### config.mk
export PLATFORM = sky130hd
export DESIGN_NAME = skew_register_array
export DESIGN_NICKNAME = d
export VERILOG_FILES = /design/src/rtl/skew_register_array.sv
export SDC_FILE = /design/constraint.sdc
export NUM_CORES = 1
export LEC_CHECK = 0
export CAP_MARGIN = 5
export CORE_MARGIN = 5
export CORE_UTILIZATION = 45
export CTS_CLUSTER_DIAMETER = 60
export DETAILED_ROUTE_END_ITERATION = 12
export PLACE_DENSITY = 0.74
export SYNTH_ARGS = -nofsm -noshare
export SYNTH_HDL_FRONTEND = slang
export SYNTH_SLANG_ARGS = --single-unit
### constraint.sdc
create_clock -name clk -period 1.3 [get_ports clk]
set_input_delay 0.13 -clock clk [delete_from_list [all_inputs] [get_ports clk]]
set_output_delay 0.13 -clock clk [all_outputs]
set_load 0.03 [all_outputs]
### src/rtl/skew_register_array.sv
// Multi-lane valid/data pipeline; lane i has BASE_DELAY+STEP*i stages (MODE 0) or mirrored (MODE 1).
// Latency L(i) cycles, stretched by stall cycles; enable=0 freezes every stage, flush drops all valid bits.
module skew_register_array #(
   parameter int DATA_WIDTH = 32,
   parameter int NUM        = 4,
   parameter int BASE_DELAY = 1,
   parameter int STEP       = 1,
   parameter int MODE       = 0
) (
   input  logic                           clk,
   input  logic                           rst,
   input  logic                           enable,
   input  logic                           flush,
   input  logic [NUM-1:0]                 valid_in,
   input  logic [NUM-1:0][DATA_WIDTH-1:0] data_in,
   output logic [NUM-1:0]                 valid_out,
   output logic [NUM-1:0][DATA_WIDTH-1:0] data_out,
   output logic                           empty
);

   if (BASE_DELAY < 1 || STEP < 0) begin : g_param_err
      $error("skew_register_array: BASE_DELAY must be >= 1 and STEP >= 0");
   end

   logic [NUM-1:0] lane_busy;

   for (genvar i = 0; i < NUM; i++) begin : g_lane
      localparam int DEPTH = (MODE == 0) ? BASE_DELAY + STEP * i
                                         : BASE_DELAY + STEP * (NUM - 1 - i);

      logic [DEPTH-1:0]                 stage_vld;
      logic [DEPTH-1:0][DATA_WIDTH-1:0] stage_dat;
      logic [DEPTH-1:0]                 src_vld;
      logic [DEPTH-1:0][DATA_WIDTH-1:0] src_dat;

      always_comb begin
         src_vld    = '0;
         src_dat    = '0;
         src_vld[0] = valid_in[i];
         src_dat[0] = data_in[i];
         for (int k = 1; k < DEPTH; k++) begin
            src_vld[k] = stage_vld[k-1];
            src_dat[k] = stage_dat[k-1];
         end
      end

      // Data only moves behind a valid bit, so data_out keeps the last word that left the lane.
      always_ff @(posedge clk) begin
         if (!rst) begin
            stage_vld <= '0;
            stage_dat <= '0;
         end else if (flush) begin
            stage_vld <= '0;
         end else if (enable) begin
            stage_vld <= src_vld;
            for (int k = 0; k < DEPTH; k++) begin
               if (src_vld[k]) stage_dat[k] <= src_dat[k];
            end
         end
      end

      assign valid_out[i] = stage_vld[DEPTH-1];
      assign data_out[i]  = stage_dat[DEPTH-1];
      assign lane_busy[i] = |stage_vld;
   end

   assign empty = ~|lane_busy;

endmodule

==> flow_metrics.tcl <==
set metrics [dict create \
    crit_chain "or4_4 -> nor4_4 -> buf_12" \
    critical_path.slowest_cell "or4_4" \
    hp-start "data_in[92]" \
    grt_setup_unrepaired "yes" \
    slew_violations 0 \
    clock.fmax_mhz 511 \
    fp.coreArea_um2 27600 \
    finalWirelength_um 28500 \
    cts_setup_buffers 0 \
    num_rows 61 \
    avgSynthCellArea_um2 10.2 \
    syn_to_final_growth_pct 29.9 \
    skew_ns 0.0138 \
    min_path_cells 3 \
    gp_congestion 0.728 \
    ys_types 15 \
    r2r_start "g_lane[1].stage_vld[0]$_SDFFE_PP0P_" \
    layout_commonest_cell "nand2_1" \
    power-per-cell-area_nw_per_um2 1370 \
    yosysSeqAreaShare 0.527 \
    start_util 0.453 \
    drive_gt1_frac 0.162 \
    crit_required_ns 1.17 \
    cp_max_fo 2 \
    arrival_ns 1.83 \
    antenna_found_initial 1 \
    dieArea_um2 31300 \
    violations "setup timing" \
    tightest_slew_ns 0.322 \
    die_h_um 177 \
    io_pins 269 \
    clk_pin_slew_worst_paths_ns 0.06 \
    syn_area_um2 12500 \
    timing.final.crit_period_ns 1.96 \
    nets 1619 \
    r2r_slack_ns 0.13 \
    worstSkewPairLatency_ns 0.51 \
    wl_per_cell_um 15.1 \
    netlist_instances 1230 \
    via_per_inst 4.78 \
    leakage_nw 7.71 \
    fp.dieW_um 177 \
    r2r_end "data_out[39]$_SDFFE_PN0P_" \
    finalSetupTns_ns -0.658 \
    whs_endpoint "g_lane[2].src_dat[60]$_SDFFE_PN0P_" \
    dp_hpwl_um 19600 \
    finalHoldViolations 0 \
    power_mw 22.3 \
    layout_common_cells "nand2_1, mux2i_1, dfxtp_1" \
    grt-ovfl-total 0 \
    peakVddDrop_mv 0.767 \
    crit_family "simple AND/OR/NAND/NOR gates" \
    hold_path_class "primary input to flop" \
    end_kind "primary output" \
    numClockSinks 330 \
    post-route-util 0.589 \
    drc 0 \
    cts_tree "done" \
    outcome "complete, but fails checks" \
    grt_pass1_wl_um 46300 \
    layout_setup_ws_ns -0.658 \
    cts_root_buf "clkbuf_16" \
    drt_first_iter_violations 320 \
    syn-num-nets 1366 \
    ant_nets 0 \
    setup_violations 1 \
    startpoint_type "flop" \
    first_pass_iters 5 \
    cts.path.max_buffers 3 \
    grt_max_degree 81 \
    antenna_cells 0 \
    path_buf_inv 1 \
    cts_buffers 36 \
    via_count 9034 \
    final.period_utilization 1.51 \
    cap_viol_max_count 0 \
    grt_usage 0.179 \
    cpPeakStageDelay_ns 0.54 \
    yosysWarnings 0 \
    worst_r2r_path_depth 4 \
    htreeDepth 2 \
    grt_pass1_vias 9351 \
    relSlewSlack 0.785 \
    synth-seq-cells 330 \
    port_buffers 268 \
    critPathKind "flop to primary output" \
]
## state kept, by name, indices dropped and copies added (netlist names)
register and count:
g_lane.src_dat 192, g_lane.stage_vld 10, g_lane.stage_dat 32, data_out 96
## where the power goes
part / internal (mW) / switching, mW / total, mW
clock: 6.56 / 4.02 / 10.6
sequential: 10.3 / 0.0477 / 10.3
combinational: 0.717 / 0.656 / 1.37
## worst max-delay path by stage
| stage | end | from | cells after the start |
|---|---|---|---|
| floorplan | empty | g_lane[3].stage_vld[3]$_SDFFE_PP0P_ | 2 |
| global placement | data_out[36]$_SDFFE_PN0P_ | flush | 4 |
| global route | empty | g_lane[3].stage_vld[3]$_SDFFE_PP0P_ | 3 |
| CTS | empty | g_lane[1].stage_vld[0]$_SDFFE_PP0P_ | 3 |
| finish | empty | g_lane[3].stage_vld[3]$_SDFFE_PP0P_ | 3 |
| detailed placement | data_out[76]$_SDFFE_PN0P_ | enable | 6 |
## per-layer routing
| layer | global-route usage | part of all wire |
|---|---|---|
| met1 | 0.214 | 0.42 |
| met2 | 0.303 | 0.47 |
| met4 | 0.0487 | 0.023 |
| met3 | 0.0671 | 0.088 |
| met5 | 0 | 0.00039 |
## synth_stat cells
master	instances	area share
nand2_1	448	0.13
dfxtp_1	330	0.53
mux2i_1	330	0.26
buf_2	43	0.017
buf_6	24	0.022
clkbuf_1	12	0.0036
buf_4	10	0.0060
nor2_1	10	0.0030
buf_12	9	0.014
nand3b_1	6	0.0036
and3b_1	3	0.0021
or4_1	2	0.0012
and3b_2	1	0.00080
nand2b_1	1	0.00050
nor4_2	1	0.0010
## final cells by class
class	count	area [µm²]
fillers	2448	11300
clock buffers	52	1070
well taps	378	473
clock inverters	13	183
flip-flops and latches	330	6610
repair buffers	313	2790
multi-input cells	802	5160
## worst min-delay path, delay by kind of cell
kind	cells	cell delay, ns
buf+inv	1	0.40
simple gates	1	0.06
mux	1	0.05
## logic make-up after synthesis
| kind of cell | after synthesis | synth area share |
|---|---|---|
| simple gates | 472 | 0.146 |
| mux | 330 | 0.264 |
| flops | 330 | 0.527 |
| buf+inv | 98 | 0.0627 |
## stage by stage
step / std cells / setup WS, ns / instance area, µm² / hold WS, ns
finish: 1888 / -0.658 / 16300 / 0.178
floorplan: 1230 / -0.105 / 12500 / 0.272
global placement: 1822 / -0.256 / 15600 / 0.441
CTS: 1888 / -0.684 / 16700 / 0.155
global route: 1888 / -0.719 / 16300 / 0.175
detailed placement: 1822 / -0.301 / 15600 / 0.447
## timing repair
action / CTS / global route
gates resized for setup: 478 / 124
endpoints found under the setup margin: 125 / 66
pin swaps: 2 / 1
gates cloned: 0 / 0
hold buffers: 1 / 0
endpoints found under the hold margin: 9 / 0
(Power assumes the default switching activity.)
